$ cat src/rtl/uart_fifo_tx.sv
// FIFO-draining UART transmitter, 8N1/8N2. Frame is (1+DATA_SIZE+STOP_BITS)*CLKS_PER_BIT clks; pops only from IDLE.
// Optional even parity bit between data and stop bits when UART_TX_PARITY_EN is defined.
`timescale 1ns/1ps
module uart_fifo_tx #(
  parameter int DATA_SIZE    = 8,
  parameter int CLKS_PER_BIT = 10417,
  parameter int STOP_BITS    = 1
) (
  input  logic                 clk,
  input  logic                 reset,
  input  logic                 fifo_empty,
  input  logic [DATA_SIZE-1:0] fifo_data,
  output logic                 fifo_read,
  output logic                 tx,
  output logic                 tx_busy,
  output logic                 tx_done_tick
);

  localparam int BW = (CLKS_PER_BIT > 1) ? $clog2(CLKS_PER_BIT) : 1;
  localparam int CW = $clog2(DATA_SIZE + 1);
  localparam logic [BW-1:0] BAUD_LAST = BW'(CLKS_PER_BIT - 1);
  localparam logic [BW-1:0] BAUD_PRE  = BW'(CLKS_PER_BIT - 2);
  localparam logic [CW-1:0] BIT_LAST  = CW'(DATA_SIZE - 1);
  localparam logic [CW-1:0] STOP_LAST = CW'(STOP_BITS - 1);

`ifdef UART_TX_PARITY_EN
  typedef enum logic [2:0] {IDLE, START, DATA, PARITY, STOP} state_t;
  logic parity, parity_n;
`else
  typedef enum logic [1:0] {IDLE, START, DATA, STOP} state_t;
`endif

  state_t               state, state_n;
  logic [BW-1:0]        baud, baud_n;
  logic [CW-1:0]        bit_cnt, bit_n;
  logic [DATA_SIZE-1:0] shreg, sh_n;
  logic                 tx_n, rd_n, busy_n, done_n;

  always_ff @(posedge clk or posedge reset) begin
    if (reset) begin
      state        <= IDLE;
      baud         <= '0;
      bit_cnt      <= '0;
      shreg        <= '0;
      tx           <= 1'b1;
      fifo_read    <= 1'b0;
      tx_busy      <= 1'b0;
      tx_done_tick <= 1'b0;
`ifdef UART_TX_PARITY_EN
      parity       <= 1'b0;
`endif
    end else begin
      state        <= state_n;
      baud         <= baud_n;
      bit_cnt      <= bit_n;
      shreg        <= sh_n;
      tx           <= tx_n;
      fifo_read    <= rd_n;
      tx_busy      <= busy_n;
      tx_done_tick <= done_n;
`ifdef UART_TX_PARITY_EN
      parity       <= parity_n;
`endif
    end
  end

  always_comb begin
    state_n  = state;
    baud_n   = baud;
    bit_n    = bit_cnt;
    sh_n     = shreg;
    tx_n     = tx;
    rd_n     = 1'b0;
    done_n   = 1'b0;
`ifdef UART_TX_PARITY_EN
    parity_n = parity;
`endif
    case (state)
      IDLE: begin
        tx_n   = 1'b1;
        baud_n = '0;
        bit_n  = '0;
        if (!fifo_empty) begin
          sh_n    = fifo_data;
          rd_n    = 1'b1;
          tx_n    = 1'b0;
          state_n = START;
`ifdef UART_TX_PARITY_EN
          parity_n = ^fifo_data;
`endif
        end
      end
      START: begin
        if (baud == BAUD_LAST) begin
          baud_n  = '0;
          tx_n    = shreg[0];
          state_n = DATA;
        end else begin
          baud_n = baud + 1'b1;
        end
      end
      DATA: begin
        if (baud == BAUD_LAST) begin
          baud_n = '0;
          sh_n   = shreg >> 1;
          if (bit_cnt == BIT_LAST) begin
            bit_n = '0;
`ifdef UART_TX_PARITY_EN
            tx_n    = parity;
            state_n = PARITY;
`else
            tx_n    = 1'b1;
            state_n = STOP;
`endif
          end else begin
            bit_n = bit_cnt + 1'b1;
            tx_n  = sh_n[0];
          end
        end else begin
          baud_n = baud + 1'b1;
        end
      end
`ifdef UART_TX_PARITY_EN
      PARITY: begin
        if (baud == BAUD_LAST) begin
          baud_n  = '0;
          tx_n    = 1'b1;
          state_n = STOP;
        end else begin
          baud_n = baud + 1'b1;
        end
      end
`endif
      STOP: begin
        tx_n = 1'b1;
        // Registered pulse: raise it one clk early so it lands on the final stop clk
        if (baud == BAUD_PRE && bit_cnt == STOP_LAST) done_n = 1'b1;
        if (baud == BAUD_LAST) begin
          baud_n = '0;
          if (bit_cnt == STOP_LAST) begin
            bit_n   = '0;
            state_n = IDLE;
          end else begin
            bit_n = bit_cnt + 1'b1;
          end
        end else begin
          baud_n = baud + 1'b1;
        end
      end
      default: state_n = IDLE;
    endcase
    busy_n = (state_n != IDLE);
  end

endmodule

$ cat config.mk
export PLATFORM = sky130hd
export DESIGN_NAME = uart_fifo_tx
export DESIGN_NICKNAME = d
export VERILOG_FILES = /design/src/rtl/uart_fifo_tx.sv
export SDC_FILE = /design/constraint.sdc
export NUM_CORES = 1
export LEC_CHECK = 0
export BUFFER_PORTS_ARGS = -buffer_cell sky130_fd_sc_hd__buf_2
export CAP_MARGIN = 20
export CORE_AREA = 2 2 56 58
export DETAILED_ROUTE_END_ITERATION = 12
export DIE_AREA = 0 0 58 60
export GPL_TIMING_DRIVEN = 0
export PLACE_DENSITY = 0.78
export SETUP_SLACK_MARGIN = 0.5
export SKIP_CTS_REPAIR_TIMING = 1
export SLEW_MARGIN = 40
export SYNTH_ARGS = -nofsm -noshare
export SYNTH_HDL_FRONTEND = slang
export SYNTH_SLANG_ARGS = --single-unit
$ cat constraint.sdc
create_clock -name clk -period 3.8 [get_ports clk]
set_input_delay 0.57 -clock clk [delete_from_list [all_inputs] [get_ports clk]]
set_output_delay 0.57 -clock clk [all_outputs]
set_load 0.05 [all_outputs]
==> impl_metrics.prom, run 1 <==
# TYPE chip_impl_metric gauge
chip_impl_metric{name="wl_per_cell",unit="um"} 13.20
chip_impl_metric{name="syn_area_per_cell",unit="um^2"} 9.538
chip_impl_metric{name="cts_inserted_buffers",unit=""} 5
chip_impl_info{name="synth_largest_area_cell",value="dfrtp_1"} 1
chip_impl_metric{name="leakage",unit="nW"} 0.8792
chip_impl_metric{name="die_height",unit="um"} 60
chip_impl_metric{name="grt_antenna_before_repair",unit=""} 0
chip_impl_metric{name="cts_max_path_buffers",unit=""} 2
chip_impl_metric{name="fin_tns_setup",unit="ns"} 0
chip_impl_info{name="cts_tree",value="yes"} 1
chip_impl_metric{name="timing.final.crit_period",unit="ns"} 2.025
chip_impl_metric{name="synth_nets",unit=""} 190
chip_impl_metric{name="required",unit="ns"} 4.02
chip_impl_metric{name="setup_violations",unit=""} 0
chip_impl_info{name="leading_cell_types_by_total_area_after_synthesis",value="dfrtp_1 (46%), nand2_1 (6.1%), xnor2_1 (5.8%), mux2_2 (5.4%), nor2_1 (4.7%)"} 1
chip_impl_metric{name="finalWeightedCongestion",unit=""} 0.7747
chip_impl_metric{name="die-area",unit="um^2"} 3480
chip_impl_metric{name="fraction_of_synthesized_cell_area_taken_by_the_top_area_cell_type",unit="%"} 46.48
chip_impl_metric{name="total_switching_power",unit="mW"} 0.1219
chip_impl_metric{name="drt_drc_violations_left",unit=""} 0
chip_impl_metric{name="power_density_over_the_cells",unit="nW/um^2"} 308.8
chip_impl_metric{name="timing.critical_path.fanout_max",unit=""} 9
chip_impl_metric{name="cts_num_sinks",unit=""} 32
chip_impl_metric{name="final_nets",unit=""} 211
chip_impl_metric{name="top_level_ports",unit=""} 15
chip_impl_metric{name="vias",unit=""} 1266
chip_impl_metric{name="combinationalPowerShare",unit="%"} 3.9
chip_impl_metric{name="fmaxAchievable",unit="GHz"} 0.4938
chip_impl_metric{name="maxSlewHeadroom",unit="%"} 57.01
chip_impl_metric{name="synth-warning-count",unit=""} 0
chip_impl_metric{name="die_width",unit="um"} 58
chip_impl_metric{name="clock_share_of_power",unit="%"} 34.7
chip_impl_info{name="worst-setup-path-type",value="flip-flop to flip-flop"} 1
chip_impl_metric{name="core",unit="um^2"} 2903
chip_impl_metric{name="synthCells",unit=""} 175
chip_impl_metric{name="h-tree-depth",unit=""} 2
chip_impl_info{name="most_common_cell_after_layout_fill_and_taps_aside",value="dfrtp_1"} 1
chip_impl_metric{name="final-hold-violation-count",unit=""} 0
chip_impl_metric{name="power.ir.vdd_worst",unit="mV"} 0.2477
chip_impl_metric{name="fin_crit_sh",unit="%"} 53.29
chip_impl_metric{name="starting_utilization_of_the_core_area",unit="%"} 57.50
chip_impl_metric{name="post-dp-hpwl",unit="um"} 2185
chip_impl_metric{name="gr-total-overflow",unit=""} 0
chip_impl_metric{name="fraction_of_the_yosys_area_taken_by_sequential_cells",unit="%"} 48.05
chip_impl_metric{name="postSynthRegisterBits",unit=""} 32
chip_impl_metric{name="remaining_number_of_nets_flagged_by_the_antenna_check_after_routing",unit=""} 0
chip_impl_metric{name="layout.filler_cells",unit=""} 247
chip_impl_metric{name="finalMaxSlewViolations",unit=""} 0
chip_impl_metric{name="seq_power_share",unit="%"} 61.3
chip_impl_metric{name="worst_ep_arrival_time",unit="ns"} 2.24
chip_impl_metric{name="insertion_delay",unit="ns"} 0.32
chip_impl_info{name="grt_setup_unrepaired",value="no"} 1
chip_impl_metric{name="netSwitchingFraction",unit="%"} 21.46
chip_impl_metric{name="std_cell_rows",unit=""} 20
chip_impl_metric{name="synth_cell_types",unit=""} 36
chip_impl_metric{name="drt-pass1-iter-count",unit=""} 4
chip_impl_metric{name="netlist_area",unit="um^2"} 1669
chip_impl_metric{name="worst_clock_skew",unit="ns"} 0.001887
chip_impl_info{name="setup.worst_path.end_class",value="flip-flop"} 1
chip_impl_metric{name="fin_hold_ws",unit="ns"} 0.3193
chip_impl_metric{name="pin_count_of_the_biggest_net_entering_global_routing",unit=""} 33
chip_impl_info{name="timing.critical_path.from_type",value="flip-flop"} 1
chip_impl_metric{name="multiInputGateArea",unit="um^2"} 779.5
chip_impl_metric{name="clk_pin_slew_worst_paths",unit="ns"} 0.09
chip_impl_metric{name="area_delta_synth_final",unit="%"} 10.19
chip_impl_metric{name="worstMarginPinSlew",unit="ns"} 0.6438
chip_impl_info{name="clock_tree.root_cell",value="clkbuf_4"} 1
chip_impl_info{name="layout_common_cells",value="dfrtp_1 (31), nand2_1 (27), nor2_1 (21)"} 1
chip_impl_metric{name="post_dr_vias_cell",unit=""} 5.504
chip_impl_metric{name="internal-power",unit="mW"} 0.4460
chip_impl_metric{name="grt_pass1_vias",unit=""} 1291
chip_impl_metric{name="grt.total_usage",unit="%"} 20.96
chip_impl_metric{name="portBuffers",unit=""} 14
chip_impl_metric{name="layout-drive-gt1-share",unit="%"} 18.78
chip_impl_metric{name="first_pass_grt_wire_length",unit="um"} 5430
chip_impl_metric{name="final_routed_wirelength_across_all_metal_layers",unit="um"} 3036
chip_impl_info{name="hp-class",value="primary input to async pin"} 1
chip_impl_metric{name="seq_area",unit="um^2"} 802.0
chip_impl_info{name="run_status",value="finished, final reports clean"} 1
chip_impl_metric{name="first_iter_violations",unit=""} 52
chip_impl_metric{name="antenna_cells",unit=""} 0
chip_impl_metric{name="maxCapViolCount",unit=""} 0
==> stage by stage <==
| step | utilization [%] | area, um^2 | setup WS (ns) | total power, mW | instances |
|---|---|---|---|---|---|
| 2_1_floorplan | - | 1669 | 2.014 | 0.3689 | 175 |
| 3_3_place_gp | 61.34 | 1780 | 1.884 | 0.3767 | 222 |
| 3_5_place_dp | 61.34 | 1780 | 1.786 | 0.3781 | 222 |
| 4_1_cts | 63.36 | 1839 | 1.771 | 0.5794 | 230 |
| 5_1_grt | 63.36 | 1839 | 1.580 | 0.5944 | 230 |
| 6_report | 63.36 | 1839 | 1.775 | 0.5679 | 230 |
==> final cells by class <==
cell class              count  share of cell area (%)
flip-flops and latches     32                   43.61
multi-input cells         124                   42.38
repair buffers             14                   3.810
clock buffers               8                   3.197
inverters                  13                   2.653
well taps                  33                   2.245
plain buffers               6                   2.109
==> power by group through the flow <==
| stage | logic [mW] | registers, mW | clock network, mW |
|---|---|---|---|
| global placement | 0.0222 | 0.354 | 0 |
| CTS | 0.0232 | 0.348 | 0.208 |
| finish | 0.0224 | 0.348 | 0.197 |
| global route | 0.0262 | 0.349 | 0.219 |
| floorplan | 0.0127 | 0.356 | 0 |
| detailed placement | 0.0231 | 0.355 | 0 |
==> critical path: stages, from the launching register on <==
cell and delay [ns]:
dfrtp_1 0.43, inv_1 0.08, ha_1 0.13, nor3b_1 0.30, and4_1 0.25, buf_6 0.13
a21o_2 0.13, buf_6 0.13, mux2_2 0.34
==> flip-flops by register name, indices dropped and copies added, names as in the netlist <==
register	count
tx	1
tx_busy	1
shreg	8
bit_cnt	4
state	2
fifo_read	1
baud	14
tx_done_tick	1
==> final timing paths <==
check                        startpoint  endpoint  slack, ns  cells after the start
max reg2reg                     baud[0]  shreg[5]       1.78                      8
max                             baud[0]  shreg[5]       1.78                      8
max in group asynchronous         reset   baud[8]       3.06                      2
min reg2reg                    shreg[4]  shreg[4]       0.52                      1
min                               reset  shreg[2]       0.32                      2
min in group clk           fifo_data[7]  shreg[7]       0.45                      3
==> logic make-up after synthesis <==
group | count (synthesis) | synth area share [%]
buffers and inverters | 19 | 5.247
xor gates and xnor gates | 12 | 6.297
adders and majority gates | 4 | 2.999
DFF | 32 | 48.05
AOI/OAI and AO/OA | 19 | 7.422
muxes | 9 | 5.997
and+or+nand+nor | 80 | 23.99
==> layer usage <==
layer	track usage, %	vias up	wire length (um)
met5	0	-	0
met4	7.973	0	42
met3	6.494	7	139
met2	37.50	29	1537
met1	23.37	598	1316
li1	-	632	-
==> synthesized netlist by cell type <==
cell	count
a21o_2	2
a21oi_1	4
a2bb2oi_1	1
a31oi_1	3
a41o_2	1
and2_1	1
and3_1	1
and3b_1	1
and4_1	1
and4bb_1	1
buf_2	1
buf_6	2
clkbuf_1	3
dfrtp_1	31
dfstp_2	1
ha_1	4
inv_1	13
mux2_2	8
mux2i_1	1
nand2_1	27
nand2b_1	2
nand3_1	6
nand4_1	4
nor2_1	21
nor2b_1	1
nor3_1	6
nor3b_1	2
nor4_1	4
nor4b_4	1
nor4bb_1	1
o211ai_1	1
o21ai_0	5
o22ai_1	1
o32ai_1	1
xnor2_1	11
xor2_1	1
No activity file was read; power rests on OpenSTA's default activity.
==> run 2, diff against run 1 <==
--- a/config.mk
+++ b/config.mk
@@ -7,11 +7,11 @@
 export LEC_CHECK = 0
 export BUFFER_PORTS_ARGS = -buffer_cell sky130_fd_sc_hd__buf_2
 export CAP_MARGIN = 20
-export CORE_AREA = 2 2 56 58
+export CORE_AREA = 2 2 57 59
 export DETAILED_ROUTE_END_ITERATION = 12
-export DIE_AREA = 0 0 58 60
+export DIE_AREA = 0 0 59 61
 export GPL_TIMING_DRIVEN = 0
-export PLACE_DENSITY = 0.78
+export PLACE_DENSITY = 0.76
 export SETUP_SLACK_MARGIN = 0.5
 export SKIP_CTS_REPAIR_TIMING = 1
 export SLEW_MARGIN = 40
==> constraint.sdc (replaced) <==
create_clock -name clk -period 1.9 [get_ports clk]
set_input_delay 0.285 -clock clk [delete_from_list [all_inputs] [get_ports clk]]
set_output_delay 0.285 -clock clk [all_outputs]
set_load 0.05 [all_outputs]
==> impl_metrics.prom, run 2 (synthesized netlist as in run 1, its figures left out) <==
# TYPE chip_impl_metric gauge
chip_impl_info{name="run_status",value="finished, final reports clean"} 1
chip_impl_metric{name="worstRegToRegCells",unit=""} 8
chip_impl_metric{name="worstMarginPinSlew",unit="ns"} 0.6925
chip_impl_metric{name="cts_max_path_buffers",unit=""} 2
chip_impl_metric{name="layout.core_utilization",unit="%"} 74.28
chip_impl_info{name="top_register",value="baud"} 1
chip_impl_metric{name="multiInputGateArea",unit="um^2"} 988.4
chip_impl_info{name="grt_setup_unrepaired",value="yes"} 1
chip_impl_metric{name="fin_tns_setup",unit="ns"} 0
chip_impl_metric{name="first_pass_grt_wire_length",unit="um"} 5306
chip_impl_metric{name="timing.critical_path.fanout_max",unit=""} 8
chip_impl_info{name="most_common_cell_after_layout_fill_and_taps_aside",value="dfrtp_1"} 1
chip_impl_metric{name="finalWeightedCongestion",unit=""} 0.8233
chip_impl_metric{name="h-tree-depth",unit=""} 2
chip_impl_metric{name="pin_count_of_the_biggest_net_entering_global_routing",unit=""} 33
chip_impl_metric{name="final_routed_wirelength_across_all_metal_layers",unit="um"} 3692
chip_impl_info{name="layout_common_cells",value="dfrtp_1 (30), nand2_1 (26), buf_2 (13)"} 1
chip_impl_metric{name="leakage",unit="nW"} 0.9987
chip_impl_info{name="worstSetupStartpoint",value="baud[0]"} 1
chip_impl_metric{name="cts_num_sinks",unit=""} 32
chip_impl_metric{name="area_after_dpl",unit="um^2"} 1793
chip_impl_metric{name="worst_ep_arrival_time",unit="ns"} 2.08
chip_impl_metric{name="drt-pass1-iter-count",unit=""} 4
chip_impl_metric{name="fin_ws",unit="ns"} 0.05722
chip_impl_metric{name="finalMaxSlewViolations",unit=""} 0
chip_impl_metric{name="largest_register_ff_count",unit=""} 14
chip_impl_info{name="clock_tree.root_cell",value="clkbuf_4"} 1
chip_impl_metric{name="clk_pin_slew_worst_paths",unit="ns"} 0.10
chip_impl_metric{name="place_worst_setup_slack",unit="ns"} 0.04922
chip_impl_metric{name="timing.final.crit_period",unit="ns"} 1.843
chip_impl_info{name="cts_tree",value="yes"} 1
chip_impl_metric{name="top_level_ports",unit=""} 15
chip_impl_metric{name="die_height",unit="um"} 61
chip_impl_metric{name="drt_drc_violations_left",unit=""} 0
chip_impl_metric{name="placed_cells_incl_taps",unit=""} 222
chip_impl_metric{name="insertion_delay",unit="ns"} 0.35
chip_impl_info{name="hp-class",value="primary input to async pin"} 1
chip_impl_info{name="setup.worst_path.end_class",value="flip-flop"} 1
chip_impl_metric{name="die_width",unit="um"} 59
chip_impl_metric{name="post_dr_vias_cell",unit=""} 5.785
chip_impl_metric{name="fmaxAchievable",unit="GHz"} 0.5427
chip_impl_info{name="worst_r2r_startpoint",value="baud[0]"} 1
chip_impl_metric{name="std_cell_rows",unit=""} 20
chip_impl_metric{name="layout.filler_cells",unit=""} 202
chip_impl_metric{name="seq_area",unit="um^2"} 803.3
chip_impl_metric{name="setup_violations",unit=""} 0
chip_impl_metric{name="die-area",unit="um^2"} 3599
chip_impl_metric{name="grt_antenna_before_repair",unit=""} 0
chip_impl_metric{name="fin_crit_sh",unit="%"} 96.99
chip_impl_metric{name="gr-total-overflow",unit=""} 0
chip_impl_metric{name="post-dp-hpwl",unit="um"} 2200
chip_impl_metric{name="grt_pass1_vias",unit=""} 1279
chip_impl_metric{name="portBuffers",unit=""} 14
chip_impl_metric{name="final_nets",unit=""} 223
chip_impl_metric{name="rrSetupSlack",unit="ns"} 0.06
chip_impl_metric{name="maxCapViolCount",unit=""} 0
chip_impl_metric{name="wl_per_cell",unit="um"} 15.26
chip_impl_metric{name="cts_inserted_buffers",unit=""} 5
chip_impl_metric{name="maxSlewHeadroom",unit="%"} 53.48
chip_impl_metric{name="grt.total_usage",unit="%"} 20.28
chip_impl_info{name="reg.largest.list",value="baud x14, shreg x8, bit_cnt x4"} 1
chip_impl_info{name="worst-setup-path-type",value="flip-flop to flip-flop"} 1
chip_impl_metric{name="power.ir.vdd_worst",unit="mV"} 0.3888
chip_impl_metric{name="final-instance-count-excl-fill",unit=""} 242
chip_impl_metric{name="starting_utilization_of_the_core_area",unit="%"} 56.53
chip_impl_metric{name="vias",unit=""} 1400
chip_impl_metric{name="power_density_over_the_cells",unit="nW/um^2"} 575.8
chip_impl_metric{name="required",unit="ns"} 2.14
chip_impl_metric{name="layout-drive-gt1-share",unit="%"} 37.32
chip_impl_metric{name="worst_clock_skew",unit="ns"} 0.01309
chip_impl_metric{name="finish.instance_area",unit="um^2"} 2193
chip_impl_metric{name="remaining_number_of_nets_flagged_by_the_antenna_check_after_routing",unit=""} 0
chip_impl_metric{name="final-hold-violation-count",unit=""} 0
chip_impl_metric{name="antenna_cells",unit=""} 0
chip_impl_metric{name="area_delta_synth_final",unit="%"} 31.41
chip_impl_metric{name="first_iter_violations",unit=""} 64
chip_impl_info{name="timing.critical_path.from_type",value="flip-flop"} 1
chip_impl_metric{name="core",unit="um^2"} 2953
chip_impl_info{name="critical_path.endpoint",value="shreg[5]"} 1
chip_impl_info{name="rr_endpoint",value="shreg[5]"} 1
run 2: cell count changes in the layout (fill, tap and decap cells not counted), sizes merged:
cell / delta
clkbuf: -3
buf: +13
clkinv: +1
bufinv: +1
run 2: critical path: stages (launching register included):
cell and delay, ns:
dfrtp_1 0.42, inv_1 0.06, ha_2 0.17, nor3b_4 0.14
and4_1 0.20, buf_6 0.12, a21o_4 0.19, buf_8 0.14
mux2_4 0.29
run 2: final cells by class:
cell class | instances | area share [%]
Sequential cell | 32 | 36.62
Tap cell | 33 | 1.882
Clock buffer | 6 | 1.882
Clock inverter | 2 | 1.597
Multi-Input combinational cell | 124 | 45.07
Buffer | 6 | 2.624
Inverter | 13 | 2.225
Timing Repair Buffer | 26 | 8.100
run 2: how the worst min path moves through the flow:
stage / startpoint / to / depth (start not counted) / slack [ns]
global route: reset / shreg[4] / 2 / 0.06
global placement: shreg[3] / shreg[3] / 1 / 0.49
floorplan: reset / baud[0] / 1 / 0.40
detailed placement: reset / shreg[4] / 2 / 0.42
CTS: reset / shreg[4] / 2 / 0.04
finish: reset / shreg[5] / 2 / 0.02
run 2: where the power goes:
part	switching [mW]	internal [mW]	total (mW)
registers	0.00588	0.691	0.697
logic	0.0284	0.0251	0.0535
clock network	0.237	0.276	0.512
total	0.271	0.992	1.26
run 2: through the flow:
stage | hold WS (ns) | total power [mW]
floorplan | 0.3959 | 0.7377
global placement | 0.4885 | 0.7537
detailed placement | 0.4171 | 0.7560
CTS | 0.04456 | 1.263
global route | 0.06432 | 1.307
finish | 0.01641 | 1.263
run 2: metal layers:
metal | track usage, % | vias to the layer above | wire, um
met1 | 23.50 | 677 | 1532
met2 | 33.02 | 48 | 1896
met4 | 13.96 | 0 | 116
met3 | 5.330 | 14 | 147
li1 | - | 661 | -
met5 | 0 | - | 0
==> run 3, diff against run 2 <==
--- a/config.mk
+++ b/config.mk
@@ -7,11 +7,12 @@
 export LEC_CHECK = 0
 export BUFFER_PORTS_ARGS = -buffer_cell sky130_fd_sc_hd__buf_2
 export CAP_MARGIN = 20
-export CORE_AREA = 2 2 57 59
+export CORE_AREA = 2 2 56 58
 export DETAILED_ROUTE_END_ITERATION = 12
-export DIE_AREA = 0 0 59 61
+export DIE_AREA = 0 0 58 60
 export GPL_TIMING_DRIVEN = 0
-export PLACE_DENSITY = 0.76
+export PLACE_DENSITY = 0.78
+export RECOVER_POWER = 50
 export SETUP_SLACK_MARGIN = 0.5
 export SKIP_CTS_REPAIR_TIMING = 1
 export SLEW_MARGIN = 40
==> constraint.sdc (replaced) <==
create_clock -name clk -period 2.2 [get_ports clk]
set_input_delay 0.33 -clock clk [delete_from_list [all_inputs] [get_ports clk]]
set_output_delay 0.33 -clock clk [all_outputs]
set_load 0.05 [all_outputs]
==> impl_metrics.prom, run 3 (synthesized netlist as in run 1, its figures left out) <==
# TYPE chip_impl_metric gauge
chip_impl_metric{name="rrSetupSlack",unit="ns"} 0.43
chip_impl_metric{name="drt_drc_violations_left",unit=""} 0
chip_impl_info{name="reg.largest.list",value="baud x14, shreg x8, bit_cnt x4"} 1
chip_impl_metric{name="fmaxAchievable",unit="GHz"} 0.5644
chip_impl_metric{name="place_worst_setup_slack",unit="ns"} 0.3252
chip_impl_metric{name="post_dr_vias_cell",unit=""} 5.573
chip_impl_info{name="timing.critical_path.from_type",value="flip-flop"} 1
chip_impl_metric{name="setup_violations",unit=""} 0
chip_impl_metric{name="finalMaxSlewViolations",unit=""} 0
chip_impl_metric{name="starting_utilization_of_the_core_area",unit="%"} 57.50
chip_impl_metric{name="timing.critical_path.fanout_max",unit=""} 8
chip_impl_metric{name="remaining_number_of_nets_flagged_by_the_antenna_check_after_routing",unit=""} 0
chip_impl_metric{name="maxCapViolCount",unit=""} 0
chip_impl_metric{name="layout-drive-gt1-share",unit="%"} 26.21
chip_impl_info{name="most_common_cell_after_layout_fill_and_taps_aside",value="dfrtp_1"} 1
chip_impl_metric{name="worst_ep_arrival_time",unit="ns"} 2.00
chip_impl_metric{name="post-dp-hpwl",unit="um"} 2164
chip_impl_metric{name="slowest_delay",unit="ns"} 0.38
chip_impl_metric{name="die_width",unit="um"} 58
chip_impl_metric{name="std_cell_rows",unit=""} 20
chip_impl_info{name="run_status",value="finished, final reports clean"} 1
chip_impl_metric{name="wl_per_cell",unit="um"} 13.81
chip_impl_metric{name="fin_crit_sh",unit="%"} 80.53
chip_impl_metric{name="worst_clock_skew",unit="ns"} 0.02131
chip_impl_metric{name="fin_tns_setup",unit="ns"} 0
chip_impl_info{name="crit_path_top_delay_cell",value="dfrtp_1"} 1
chip_impl_metric{name="cts_inserted_buffers",unit=""} 5
chip_impl_metric{name="fin_ws",unit="ns"} 0.4282
chip_impl_metric{name="first_iter_violations",unit=""} 64
chip_impl_metric{name="die_height",unit="um"} 60
chip_impl_info{name="worst-setup-path-type",value="flip-flop to flip-flop"} 1
chip_impl_metric{name="grt.total_usage",unit="%"} 20.83
chip_impl_metric{name="final_nets",unit=""} 220
chip_impl_metric{name="fin_hold_ws",unit="ns"} 0.1954
chip_impl_metric{name="core",unit="um^2"} 2903
chip_impl_info{name="cts_tree",value="yes"} 1
chip_impl_metric{name="area_delta_synth_final",unit="%"} 19.04
chip_impl_metric{name="portBuffers",unit=""} 14
chip_impl_metric{name="leakage",unit="nW"} 0.9541
chip_impl_metric{name="insertion_delay",unit="ns"} 0.35
chip_impl_info{name="top_register",value="baud"} 1
chip_impl_metric{name="worstMarginPinSlew",unit="ns"} 1.171
chip_impl_metric{name="final-hold-violation-count",unit=""} 0
chip_impl_metric{name="cts_max_path_buffers",unit=""} 2
chip_impl_metric{name="final_routed_wirelength_across_all_metal_layers",unit="um"} 3301
chip_impl_info{name="grt_setup_unrepaired",value="yes"} 1
chip_impl_metric{name="drt-pass1-iter-count",unit=""} 4
chip_impl_metric{name="top_level_ports",unit=""} 15
chip_impl_metric{name="power.ir.vdd_worst",unit="mV"} 0.5283
chip_impl_metric{name="gr-total-overflow",unit=""} 0
chip_impl_metric{name="die-area",unit="um^2"} 3480
chip_impl_metric{name="first_pass_grt_wire_length",unit="um"} 5354
chip_impl_info{name="hp-class",value="primary input to flip-flop"} 1
chip_impl_metric{name="power_density_over_the_cells",unit="nW/um^2"} 487.8
chip_impl_metric{name="vias",unit=""} 1332
chip_impl_info{name="setup.worst_path.end_class",value="flip-flop"} 1
chip_impl_metric{name="final-instance-count-excl-fill",unit=""} 239
chip_impl_metric{name="largest_register_ff_count",unit=""} 14
chip_impl_metric{name="grt_antenna_before_repair",unit=""} 0
chip_impl_metric{name="clk_pin_slew_worst_paths",unit="ns"} 0.11
chip_impl_metric{name="required",unit="ns"} 2.43
chip_impl_metric{name="timing.final.crit_period",unit="ns"} 1.772
chip_impl_metric{name="grt_pass1_vias",unit=""} 1286
chip_impl_metric{name="pin_count_of_the_biggest_net_entering_global_routing",unit=""} 33
chip_impl_metric{name="cts_num_sinks",unit=""} 32
chip_impl_info{name="clock_tree.root_cell",value="clkbuf_4"} 1
chip_impl_info{name="layout_common_cells",value="dfrtp_1 (30), nand2_1 (27), nor2_1 (21)"} 1
chip_impl_metric{name="placed_cells_incl_taps",unit=""} 222
chip_impl_metric{name="finalWeightedCongestion",unit=""} 0.7991
chip_impl_metric{name="antenna_cells",unit=""} 0
chip_impl_metric{name="maxSlewHeadroom",unit="%"} 21.82
chip_impl_info{name="critical_path.cell_chain",value="inv_1 -> ha_2 -> nor3b_4 -> and4_1 -> buf_6 -> a21o_4 -> buf_8 -> mux2_4"} 1
chip_impl_metric{name="h-tree-depth",unit=""} 2
chip_impl_metric{name="layout.core_utilization",unit="%"} 68.45
run 3: through the flow:
step / power, mW / cell area (um^2)
floorplan: 0.6371 / 1675
detailed placement: 0.6533 / 1787
finish: 0.9691 / 1987
CTS: 0.9738 / 1837
global placement: 0.6508 / 1787
global route: 1.004 / 1987
run 3: path summary, 6_finish.rpt:
check | from | end | cells after the start
max reg2reg | baud[0] | shreg[5] | 8
min reg2reg | shreg[2] | shreg[2] | 1
max in group asynchronous | reset | baud[6] | 2
min | fifo_empty | tx_busy | 2
min in group asynchronous | reset | shreg[7] | 2
max | baud[0] | shreg[5] | 8
run 3: critical path, delay by kind of cell, from the launching register on:
family                   cells  cell delay [ns]
AND/OR/NAND/NOR              2             0.41
flip-flops                   1             0.38
buffers and inverters        3             0.30
multiplexers                 1             0.30
adder cells (fa/ha/maj)      1             0.17
AO/OA/AOI/OAI                1             0.11
run 3: cell type report:
| cell class | count | area [um^2] |
|---|---|---|
| fill | 218 | 915.9 |
| timing repair buffer | 23 | 136.4 |
| clock buffer | 7 | 45.04 |
| inverter | 13 | 48.80 |
| clock inverter | 1 | 5.005 |
| buffer | 6 | 47.55 |
| tap | 33 | 41.29 |
| sequential | 32 | 803.3 |
| multi-input combinational | 124 | 859.6 |
run 3: report_power, final:
| part | internal (mW) | switching, mW | leakage, nW |
|---|---|---|---|
| Clock | 0.124 | 0.199 | 0.0293 |
| Sequential | 0.597 | 0.00494 | 0.398 |
| Combinational | 0.0199 | 0.0242 | 0.527 |
run 3: metal layers:
metal | track usage [%] | wire length (um) | vias to the layer above | share of wire [%]
met3 | 4.545 | 160 | 5 | 4.8
met4 | 10.63 | 41 | 0 | 1.2
met5 | 0 | 0 | - | 0
li1 | - | - | 657 | -
met2 | 36.53 | 1657 | 34 | 50
met1 | 23.95 | 1441 | 636 | 44
